**config.mk**
```make
export PLATFORM = sky130hd
export DESIGN_NAME = uart_tx_core
export DESIGN_NICKNAME = d
export VERILOG_FILES = /design/src/rtl/uart_tx_core.sv
export SDC_FILE = /design/constraint.sdc
export NUM_CORES = 1
export LEC_CHECK = 0
export CORE_MARGIN = 2
export CORE_UTILIZATION = 50
export CTS_CLUSTER_SIZE = 20
export DETAILED_ROUTE_END_ITERATION = 10
export MAX_ROUTING_LAYER = met4
export PLACE_DENSITY = 0.73
export SETUP_SLACK_MARGIN = 0.15
export SLEW_MARGIN = 20
export SYNTH_ARGS = -nofsm -noshare
export SYNTH_HDL_FRONTEND = slang
export SYNTH_SLANG_ARGS = --single-unit
```
**constraint.sdc**
```tcl
create_clock -name clk -period 1.85 [get_ports clk]
set_input_delay 0.37 -clock clk [delete_from_list [all_inputs] [get_ports clk]]
set_output_delay 0.37 -clock clk [all_outputs]
set_load 0.005 [all_outputs]
```
**src/rtl/uart_tx_core.sv**
```systemverilog
// UART frame transmitter: start bit, LSB-first data, optional even parity, stop bit.
// state  | meaning
// IDLE   | line high, waiting for tx_start
// START  | driving the start bit (low)
// DATA   | driving shift_reg[0], one bit per period
// PARITY | driving the latched even-parity bit
// STOP   | driving the stop bit (high)
module uart_tx_core #(
  parameter int CLKS_PER_BIT = 10,
  parameter int DATA_BITS    = 8,
  parameter int PARITY_EN    = 0
) (
  input  logic                 clk,
  input  logic                 n_rst,
  input  logic [DATA_BITS-1:0] tx_data,
  input  logic                 tx_start,
  output logic                 serial_out,
  output logic                 tx_busy,
  output logic                 tx_done
);

  localparam int CNT_W = $clog2(CLKS_PER_BIT);
  localparam int IDX_W = $clog2(DATA_BITS);
  localparam logic [CNT_W-1:0] CNT_LAST = CNT_W'(CLKS_PER_BIT - 1);
  localparam logic [CNT_W-1:0] CNT_ONE  = CNT_W'(1);
  localparam logic [IDX_W-1:0] IDX_LAST = IDX_W'(DATA_BITS - 1);
  localparam logic [IDX_W-1:0] IDX_ONE  = IDX_W'(1);

  typedef enum logic [2:0] {IDLE, START, DATA, PARITY, STOP} state_t;

  state_t                 state, state_nxt;
  logic [CNT_W-1:0]       bit_cnt;
  logic [IDX_W-1:0]       bit_idx;
  logic [DATA_BITS-1:0]   shift_reg;
  logic                   parity_bit;
  logic                   bit_last;
  logic                   accept;
  logic                   chain;
  logic                   serial_nxt;
  logic                   busy_nxt;
  logic                   done_nxt;

  assign bit_last = (bit_cnt == CNT_LAST);
  assign accept   = (state == IDLE) && tx_start;
  // A start taken in the tx_done cycle drives the start bit at once and skips one
  // count, so the new start bit abuts the previous stop bit with no idle cycle.
  assign chain    = accept && tx_done;

  always_ff @(posedge clk or negedge n_rst) begin
    if (!n_rst) begin
      state      <= IDLE;
      bit_cnt    <= '0;
      bit_idx    <= '0;
      shift_reg  <= '0;
      parity_bit <= 1'b0;
      serial_out <= 1'b1;
      tx_busy    <= 1'b0;
      tx_done    <= 1'b0;
    end else begin
      state      <= state_nxt;
      serial_out <= serial_nxt;
      tx_busy    <= busy_nxt;
      tx_done    <= done_nxt;
      if (accept) begin
        shift_reg  <= tx_data;
        parity_bit <= ^tx_data;
        bit_idx    <= '0;
        bit_cnt    <= chain ? CNT_ONE : '0;
      end else if (state == IDLE) begin
        bit_idx <= '0;
        bit_cnt <= '0;
      end else begin
        bit_cnt <= bit_last ? '0 : bit_cnt + CNT_ONE;
        if ((state == DATA) && bit_last) begin
          shift_reg <= shift_reg >> 1;
          bit_idx   <= bit_idx + IDX_ONE;
        end
      end
    end
  end

  always_comb begin
    state_nxt = state;
    unique case (state)
      IDLE:    if (tx_start) state_nxt = START;
      START:   if (bit_last) state_nxt = DATA;
      DATA:    if (bit_last && (bit_idx == IDX_LAST))
                 state_nxt = (PARITY_EN != 0) ? PARITY : STOP;
      PARITY:  if (bit_last) state_nxt = STOP;
      STOP:    if (bit_last) state_nxt = IDLE;
      default: state_nxt = IDLE;
    endcase
  end

  always_comb begin
    serial_nxt = 1'b1;
    case (state)
      START:   serial_nxt = 1'b0;
      DATA:    serial_nxt = shift_reg[0];
      PARITY:  serial_nxt = parity_bit;
      default: serial_nxt = 1'b1;
    endcase
    if (chain) serial_nxt = 1'b0;
    busy_nxt = (state_nxt != IDLE);
    done_nxt = (state == STOP) && bit_last;
  end

endmodule

```
---- After elaboration in Yosys (flattened, before gate mapping) ----
Index checks and enable logic that the tools add are counted.
storage, ports and cells
  word-level logic and storage cells ...... 46
  register bits ........................... 22
operators by class
  eq/ne operators ......................... 7
  add/sub/neg operators ................... 2
  mux-type cells .......................... 18
  reduce and logical (&&, ||, !) cells .... 11
operators by type and width
  kind                                                 number
  2-to-1 mux 3 bit                                     8
  2-to-1 mux 8 bit                                     3
  one-hot mux 3 bit (5 select lines)                   1
  2-to-1 mux 4 bit                                     3
  XOR reduction 8 bit                                  1
  equality test 3 x 2 -> 1 bit, second input constant  2
  equality test 3 bit, second input constant           2
  nonzero test 3 bit                                   2
  logical AND 1 bit                                    5
  adder 4 x 1 -> 4 bit, second input constant          1
  equality test 4 bit, second input constant           1
  adder 3 x 1 -> 3 bit, second input constant          1
  equality test 3 x 1 -> 1 bit, second input constant  1
  zero test 3 bit                                      1
  one-hot mux 1 bit (3 select lines)                   1
  2-to-1 mux 1 bit                                     2
  != test 2 bit, second input constant                 1
  AND reduction 2 bit                                  1
  nonzero test 2 bit                                   1

---- Logic depth before layout (Yosys ltp) ----
Gate-level depths: netlist (run 1).
  depth in word-level cells ............... 5
  mapped depth ............................ 7
  mapped depth without buffers ............ 6

---- Worst setup path after synthesis (run 1) ----
Ideal clock, no wire load.
  path type ............................... reg-to-reg
  start ................................... register bit_cnt[1]
  end ..................................... register shift_reg[5]
  required time ........................... 1723 ps
  slack ................................... 374 ps
  setup time .............................. 127 ps
  data arrival time ....................... 1348 ps
  stages on the path, launching flop included .. 8
  path buffers ............................ 1
  cells stage by stage .................... dfrtp_1 > inv_1 > ha_1 > nand3b_4 > or3_1 > buf_6 > nand2_1 > a31oi_1
between the ends
  longest elaborated chain between the ends .. 4
ends and longest elaborated chain
  what                                  RTL line  RTL
  from (decl)                           32        logic [CNT_W-1:0] bit_cnt;
  from (signal assigned)                68        bit_cnt <= chain ? CNT_ONE : '0;
  from (signal assigned)                73        bit_cnt <= bit_last ? '0 : bit_cnt + CNT_ONE;
  equality test 4 bit                   43        assign bit_last = (bit_cnt == CNT_LAST);
  logical AND 1 bit                     74        if ((state == DATA) && bit_last) begin
  nonzero test 2 bit (no source line)   --
  AND reduction 2 bit (no source line)  --
  to (signal assigned)                  65        shift_reg <= tx_data;
  to (signal assigned)                  75        shift_reg <= shift_reg >> 1;
  to (decl)                             34        logic [DATA_BITS-1:0] shift_reg;
Every way passes these cells.
A chain may end at the register's enable or synchronous reset.

---- Worst setup path in the final report (run 1) ----
Ends and elaborated chain as after synthesis.

==> results of run 1 <==
[cells by family (layout without fill, tap and decap cells)]
family / Yosys count / after routing / synth area share, %
adders and majority gates: 4 / 4 / 4.420
buffers and inverters: 6 / 22 / 4.640
xor gates and xnor gates: 10 / 10 / 7.735
and+or+nand+nor: 48 / 48 / 23.09
DFF: 22 / 22 / 48.73
AOI/OAI and AO/OA: 24 / 24 / 11.38
[metrics by stage]
stage / cells / hold slack, ns / power, W / setup WS [ns] / cell area, um^2
final: 158 / 0.4037 / 0.0007694 / 0.3143 / 1313
after global routing: 158 / 0.4222 / 0.0008014 / 0.1973 / 1313
after CTS: 155 / 0.4106 / 0.0007724 / 0.1523 / 1282
after detailed placement: 151 / 0.4881 / 0.0005565 / 0.1753 / 1256
after global placement: 151 / 0.4688 / 0.0005557 / 0.1725 / 1256
after floorplan: 114 / 0.07441 / 0.0005182 / 0.3744 / 1132
[how the worst max path moves through the flow]
stage                         endpoint  slack, ns  cells after the start
after floorplan           shift_reg[5]       0.37                      7
after global placement      serial_out       0.17                      4
after detailed placement  shift_reg[4]       0.18                      4
after CTS                   serial_out       0.15                      1
after global routing      shift_reg[4]       0.20                      6
final                     shift_reg[5]       0.31                      6
[cell type report]
class / count / area (um^2)
clock buffer: 4 / 26.28
fill: 213 / 857.1
inverter: 1 / 3.754
multi-input combinational: 86 / 533.0
sequential: 22 / 551.8
tap: 28 / 35.03
timing repair buffer: 17 / 162.7
[worst reg2reg max path: cells and delay by family, from the launching register on]
family | cells | cell delay [ns]
flip-flops | 1 | 0.42
AO/OA/AOI/OAI | 1 | 0.08
AND/OR/NAND/NOR | 3 | 0.69
buffers and inverters | 1 | 0.07
adder cells (fa/ha/maj) | 1 | 0.18
[repair_timing]
action,in CTS,in global routing
gates resized for setup,0,2
setup buffers,0,3
setup endpoints to repair,0,11
hold buffers,0,0
hold endpoints to repair,0,0
[cells in the mapped netlist]
cell	n	area share (%)
a21oi_1	16	7.1
a31oi_1	1	0.55
buf_4	2	1.3
buf_6	3	3.0
dfrtp_1	21	46
dfstp_2	1	2.3
ha_1	4	4.4
inv_1	1	0.33
nand2_1	19	6.3
nand2b_1	1	0.55
nand2b_4	1	1.2
nand3_1	3	1.3
nand3b_1	2	1.3
nand3b_4	1	1.8
nor2_1	15	5.0
nor3_1	2	0.88
nor3_4	1	1.4
nor3b_1	1	0.66
nor4b_4	1	2.1
o21a_1	1	0.66
o21ai_0	4	1.8
o21bai_1	1	0.66
o31ai_1	1	0.66
or3_1	1	0.55
xnor2_1	9	7.0
xor2_1	1	0.77
[per-layer routing]
layer  up-vias  global-route usage [%]  share of wire, %
li1        419                       -                 -
met1       396                   21.05                45
met2        19                   28.63                49
met3         2                   2.874               4.9
met4         0                   7.456              0.67
met5         -                       -                 0
[report_power, final]
part           switching [W]  internal [W]  leakage (nW)
combinational      0.0000257     0.0000379         0.328
sequential       0.000000573      0.000482         0.272
clock               0.000139     0.0000839        0.0150
total               0.000166      0.000604         0.615
==> flow_summary.yaml, run 1 <==
cts:
  cts_buffers: 3
  clkSlewWorstSetupHoldPaths_ns: 0.12
  clkLatencyLatePin_ns: 0.30
  cts_max_level: 1
  cts_max_path_buffers: 2
  tritoncts: "yes"
  cts_num_sinks: 22
  root_buffer: "clkbuf_4"
timing:
  relSlewSlack_pct: 66.95
  max_freq_ghz: 0.6512
  rsz0062_at_grt: "false"
  fin_worst_skew_ns: 0.001748
  finalHoldViolCount: 0
  slew_viol_final: 0
  setup_viol: 0
  worstMarginPinSlew_ns: 0.4936
  fin_crit_ns: 1.536
  setup-tns-final_ns: 0
  fin_crit_sh_pct: 83.01
setup_path:
  critPathLaunchType: "flip-flop"
  rr_endpoint: "shift_reg[5]"
  worstPathRequired_ns: 2.04
  crit_path_max_fanout: 10
  cp_num_buf_inv: 1
  cp.arrival_ns: 1.73
  cpLargestDelayFamily: "simple AND/OR/NAND/NOR gates"
  worst_path_largest_cell_delay_ns: 0.46
  worstSetupStartpoint: "bit_cnt[1]"
  crit_slowest_cell: "or3_4"
  crit_type: "reg2reg"
  r2r_cells: 6
  r2r_slack_ns: 0.31
  r2r-start: "bit_cnt[1]"
  cp_cell_sequence: "inv_1, ha_1, nand3b_4, or3_4, nand2_1, a31oi_1"
  end_kind: "flip-flop"
die:
  die_x_um: 51.59
  die_h_um: 51.59
  num_rows: 17
  coreArea_um2: 2170
  die_area_um2: 2662
  ioPinCount: 14
  start_util_pct: 52.19
route:
  drtIter0Drc: 12
  ant_nets: 0
  drt-total-wl_mm: 1.932
  drc: 0
  vias: 836
  first_pass_iters: 4
  post_drt_via_cell_ratio: 5.291
  routedWlPerCell_um: 12.23
power_and_ir_drop:
  p_leak_nw: 0.6150
  power.density_nw_per_um2: 586.2
  irDropWorstVdd_v: 0.0003266
global_routing:
  grt_max_degree: 23
  grt_pass1_wl_mm: 3.305
  grt_overflow: 0
  antenna_found_initial: 0
  grt_pass1_vias: 791
  grt_usage_pct: 17.32
cells_and_area:
  diodes: 0
  syn2layout_area_growth_pct: 15.91
  final_common_cell: "dfrtp_1"
  layout-drive-gt1-share_pct: 10.00
  largest_register_ffs: 8
  finish.utilization_pct: 60.50
  layout_common_cells: "21 x dfrtp_1, 19 x nand2_1, 16 x a21oi_1"
  nNetsFinal: 146
logic_synthesis:
  ys_seq_area_share_pct: 48.73
  synthesis.instances: 114
  postSynthAreaPerCell_um2: 9.933
  ys_ff_latch: 22
  post_synth_num_cell_types: 26
  yosysWarnings: 0
  syn_area_um2: 1132
  synth_fp_nets: 129
outcome:
  outcome: "finished clean"
place:
  place.gp.congestion: 0.8498
  portBuffers: 13
  dpl.hpwl_mm: 1.376
worst_hold_path:
  worstHoldPathType: "in2async"
run:
  maxCapViolCount: 0
(Power assumes the default switching activity.)
==> inputs of run 2 (changes only) <==
Settings changed: CORE_UTILIZATION 50 to 48.
Clock period 1.85 ns to 1.35 ns, I/O delays scaled along.
==> run 2 against run 1 <==
  * The run now ends with negative setup slack left
  * Wire length increased by 26%
  * Total power grew 39%
  * Global-route usage grew 4.7 points
  * Core utilization grew 8.8 points
  * Hold slack lost 0.12 ns
  * Critical endpoint is now state[1]
==> flow_summary.yaml, run 2 (same netlist as run 1, synthesis figures left out) <==
outcome:
  outcome: "complete, but fails checks"
  violations: "negative setup slack"
power_and_ir_drop:
  power.density_nw_per_um2: 698.7
  irDropWorstVdd_v: 0.0005039
  p_leak_nw: 0.7112
  total_power_w: 0.001072
timing:
  slew_viol_final: 0
  worst_slack_ns: -0.09041
  fin_crit_sh_pct: 106.7
  setup-tns-final_ns: -0.7627
  worstMarginPinSlew_ns: 0.4733
  finalHoldViolCount: 0
  fin_crit_ns: 1.440
  setup_viol: 12
  rsz0062_at_grt: "true"
  relSlewSlack_pct: 68.20
  fin_worst_skew_ns: 0.007399
  max_freq_ghz: 0.6942
cts:
  cts_num_sinks: 22
  postCtsHoldBufs: 0
  cts_buffers: 3
  tritoncts: "yes"
  clkLatencyLatePin_ns: 0.31
  clkSlewWorstSetupHoldPaths_ns: 0.12
  cts_max_path_buffers: 2
  root_buffer: "clkbuf_4"
  cts_max_level: 1
die:
  die_x_um: 52.57
  coreArea_um2: 2212
  ioPinCount: 14
  num_rows: 17
  start_util_pct: 51.19
  die_h_um: 52.57
  die_area_um2: 2764
worst_hold_path:
  worstHoldPathType: "in2async"
route:
  vias: 938
  post_drt_via_cell_ratio: 5.330
  drc: 0
  drtIter0Drc: 17
  ant_nets: 0
  first_pass_iters: 4
  routedWlPerCell_um: 13.79
  drt-total-wl_mm: 2.427
setup_path:
  cp.arrival_ns: 1.65
  crit_type: "reg2reg"
  worstPathRequired_ns: 1.56
  crit_path_max_fanout: 3
  r2r-start: "bit_cnt[1]"
  critPathLaunchType: "flip-flop"
  worstSetupStartpoint: "bit_cnt[1]"
  end_kind: "flip-flop"
global_routing:
  gr-usage-met3_pct: 2.857
  antenna_found_initial: 0
  met1_usage_pct: 26.15
  grtUsageMet2_pct: 36.46
  grt_usage_pct: 22.03
  grt_max_degree: 23
  grt_pass1_wl_mm: 4.209
  grt_busiest_layer: "met2"
  grt_pass1_vias: 953
  grt_overflow: 0
run:
  maxCapViolCount: 0
cells_and_area:
  diodes: 0
  finish.utilization_pct: 69.34
  final_common_cell: "dfrtp_1"
  nNetsFinal: 164
  fin_cells: 176
  layout-drive-gt1-share_pct: 35.14
  syn2layout_area_growth_pct: 35.47
  layout_common_cells: "21 x dfrtp_1, 18 x buf_4, 16 x nand2_1"
  largest_register_ffs: 8
place:
  dpl.hpwl_mm: 1.684
  portBuffers: 13
  place.gp.congestion: 0.7994
  dp_cells: 169
==> run 2: cell types whose count changed in the layout (fill, tap and decap cells not counted), moves of 3 or more <==
| cell | change |
|---|---|
| buf_6 | +4 |
| a21oi_1 | -3 |
| buf_4 | +14 |
| o21ai_0 | -3 |
| nor2_2 | +4 |
| nand2_2 | +3 |
| nand2_1 | -3 |
| nor2_1 | -4 |
| a21oi_2 | +3 |
==> run 2: layout make-up <==
| cell class | count | area, um^2 |
|---|---|---|
| timing repair buffer | 35 | 310.3 |
| fill | 167 | 678.2 |
| multi-input combinational | 86 | 606.8 |
| clock buffer | 4 | 26.28 |
| sequential | 22 | 551.8 |
| inverter | 1 | 3.754 |
| tap | 28 | 35.03 |
==> run 2: worst paths after layout <==
kind,endpoint,cells past startpoint,slack [ns]
max,state[1],8,-0.09
min,bit_cnt[0],2,0.28
max reg2reg,state[1],8,-0.09
min reg2reg,parity_bit,2,0.51
max in group asynchronous,serial_out,2,0.84
min in group clk,parity_bit,2,0.51
==> run 2: stage by stage <==
stage / hold WS, ns / setup WS (ns) / instance area [um^2]
2_1_floorplan: -0.02559 / -0.06874 / 1135
3_3_place_gp: 0.4846 / -0.1198 / 1406
3_5_place_dp: 0.4896 / -0.1620 / 1406
4_1_cts: 0.2825 / -0.1240 / 1520
5_1_grt: 0.2843 / -0.1879 / 1534
6_report: 0.2837 / -0.09041 / 1534
==> run 2: routing by layer <==
metal | vias up | share of wire [%]
li1 | 450 | -
met1 | 472 | 44
met2 | 12 | 51
met3 | 4 | 2.8
met4 | 0 | 1.9
met5 | - | 0
==> run 2: what timing repair did <==
item | 4_1_cts | 5_1_grt
setup endpoints to repair | 21 | 25
buffers inserted | 3 | 0
pin swaps | 15 | 5
gates resized for setup | 27 | 9
==> run 2: worst max-delay path, stage by stage, from the launching register on <==
cell	delay (ns)
dfrtp_1	0.40
inv_1	0.06
ha_2	0.18
nand3b_4	0.09
buf_6	0.13
buf_4	0.13
o21bai_4	0.17
a21oi_2	0.13
nor2_1	0.06
==> run 2: report_power, final <==
group | internal, W | switching, W | total [W]
sequential | 0.000660 | 0.000000832 | 0.000661
clock | 0.000115 | 0.000194 | 0.000310
combinational | 0.0000612 | 0.0000397 | 0.000101
total | 0.000837 | 0.000235 | 0.00107
==> inputs of run 3 (changes only) <==
Settings changed: GPL_TIMING_DRIVEN set to 0.
==> run 3 against run 2 <==
  * The run still ends with negative setup slack left
  * Register-to-register slack worse by 0.03 ns
  * Final cell count up 0.57%
  * First-iteration DRC count unchanged
  * Wire length up 15%
  * Maximum frequency down 2.0%
  * Flip-flop and latch count unchanged
  * Non-clock buffer count up 1
  * Critical path type unchanged
  * Largest power group unchanged
==> flow_summary.yaml, run 3 (same netlist as run 1, synthesis figures left out) <==
outcome:
  outcome: "complete, but fails checks"
  violations: "negative setup slack"
die:
  die_h_um: 52.57
  die_area_um2: 2764
  start_util_pct: 51.19
  coreArea_um2: 2212
  die_x_um: 52.57
  num_rows: 17
  ioPinCount: 14
route:
  drtIter0Drc: 17
  first_pass_iters: 4
  post_drt_via_cell_ratio: 5.186
  routedWlPerCell_um: 15.70
  drt-total-wl_mm: 2.779
  drc: 0
  vias: 918
  ant_nets: 0
global_routing:
  grt_pass1_vias: 978
  grt_overflow: 0
  grt_max_degree: 23
  grt_pass1_wl_mm: 4.429
  grt_usage_pct: 22.65
  antenna_found_initial: 0
setup_path:
  cpLargestDelayFamily: "simple AND/OR/NAND/NOR gates"
  worstSetupStartpoint: "bit_cnt[1]"
  r2r-start: "bit_cnt[1]"
  cp_num_buf_inv: 2
  crit_type: "reg2reg"
  cp.depth: 7
  r2r_cells: 7
  worst_path_largest_cell_delay_ns: 0.40
  endpoint: "shift_reg[5]"
  worstPathRequired_ns: 1.54
  rr_endpoint: "shift_reg[5]"
  cp_cell_sequence: "inv_2, ha_4, nand3b_4, or3_4, buf_6, nand2_2, a31oi_1"
  cp.arrival_ns: 1.66
  crit_slowest_cell: "dfrtp_1"
  crit_path_max_fanout: 5
  critPathLaunchType: "flip-flop"
  end_kind: "flip-flop"
  r2r_slack_ns: -0.12
timing:
  fin_worst_skew_ns: 0.006992
  max_freq_ghz: 0.6801
  finalHoldViolCount: 0
  relSlewSlack_pct: 33.52
  worstMarginPinSlew_ns: 0.9956
  worst_slack_ns: -0.1203
  fin_crit_ns: 1.470
  rsz0062_at_grt: "true"
  slew_viol_final: 0
  setup_viol: 12
  fin_crit_sh_pct: 108.9
place:
  dpl.hpwl_mm: 1.487
  place.gp.congestion: 0.7496
  portBuffers: 13
cts:
  cts_max_level: 1
  root_buffer: "clkbuf_4"
  tritoncts: "yes"
  clkSlewWorstSetupHoldPaths_ns: 0.13
  postCtsHoldBufs: 0
  cts_max_path_buffers: 2
  cts_num_sinks: 22
  clkLatencyLatePin_ns: 0.30
  cts_buffers: 3
power_and_ir_drop:
  total_power_w: 0.001119
  irDropWorstVdd_v: 0.0007212
  p_leak_nw: 0.7720
  power.density_nw_per_um2: 683.6
cells_and_area:
  fill_cells: 146
  nNetsFinal: 165
  final_common_cell: "dfrtp_1"
  finish.utilization_pct: 73.98
  layout-drive-gt1-share_pct: 42.28
  layout_common_cells: "20 x dfrtp_1, 14 x nor2_1, 13 x buf_4"
  diodes: 0
  syn2layout_area_growth_pct: 44.53
  largest_register_ffs: 8
run:
  maxCapViolCount: 0
worst_hold_path:
  worstHoldPathType: "in2async"
run 3: cell types whose count changed in the layout (fill, tap and decap cells not counted), sizes merged:
cell / change
clkdlybuf4s15: +1
clkbuf: -2
dlymetal6s2s: +1
clkdlybuf4s50: -1
buf: +2
run 3: where the power goes:
part	switching, W	total, W	leakage (nW)	internal, W
clock network	0.000200	0.000364	0.0210	0.000164
logic	0.0000417	0.0000924	0.480	0.0000507
registers	0.00000133	0.000662	0.271	0.000661
total	0.000243	0.00112	0.772	0.000876
run 3: worst min-delay path by stage:
stage,endpoint,slack (ns),cells after the start
after global placement,parity_bit,0.48,2
after global routing,state[0],0.16,1
after detailed placement,shift_reg[7],0.49,2
after floorplan,bit_cnt[0],-0.03,0
final,tx_done,0.11,1
after CTS,tx_done,0.51,1
run 3: per-layer routing:
metal	vias to the layer above	global-route usage [%]	wire length, um
met5	-	-	0
met2	28	38.33	1405
met4	0	6.838	10
met3	2	3.429	86
li1	452	-	-
met1	436	27.99	1276
run 3: per-stage QoR:
step	worst slack [ns]	cells	hold WS (ns)	setup TNS (ns)	instance area, um^2
after floorplan	-0.06874	114	-0.02559	-0.6400	1135
after global placement	-0.2463	155	0.4784	-5.261	1300
after detailed placement	-0.2144	155	0.4933	-4.845	1300
after CTS	-0.08134	174	0.5073	-0.5545	1560
after global routing	-0.1714	177	0.1561	-1.745	1637
final	-0.1203	177	0.1078	-1.058	1637
run 3: final cells by class:
type                            count  area (um^2)  share of cell area, %
Tap cell                           28        35.03                  2.141
Sequential cell                    22        553.0                  33.79
Clock buffer                        4        36.28                  2.217
Timing Repair Buffer               31        285.3                  17.43
Buffer                              5        56.30                  3.440
Inverter                            1        3.754                 0.2294
Multi-Input combinational cell     86        666.9                  40.75
run 3: repair_timing:
action	in CTS	in global routing
endpoints found under the setup margin	23	41
gates cloned	2	0
gates resized for setup	43	17
buffers inserted	13	3
pin swaps	11	7
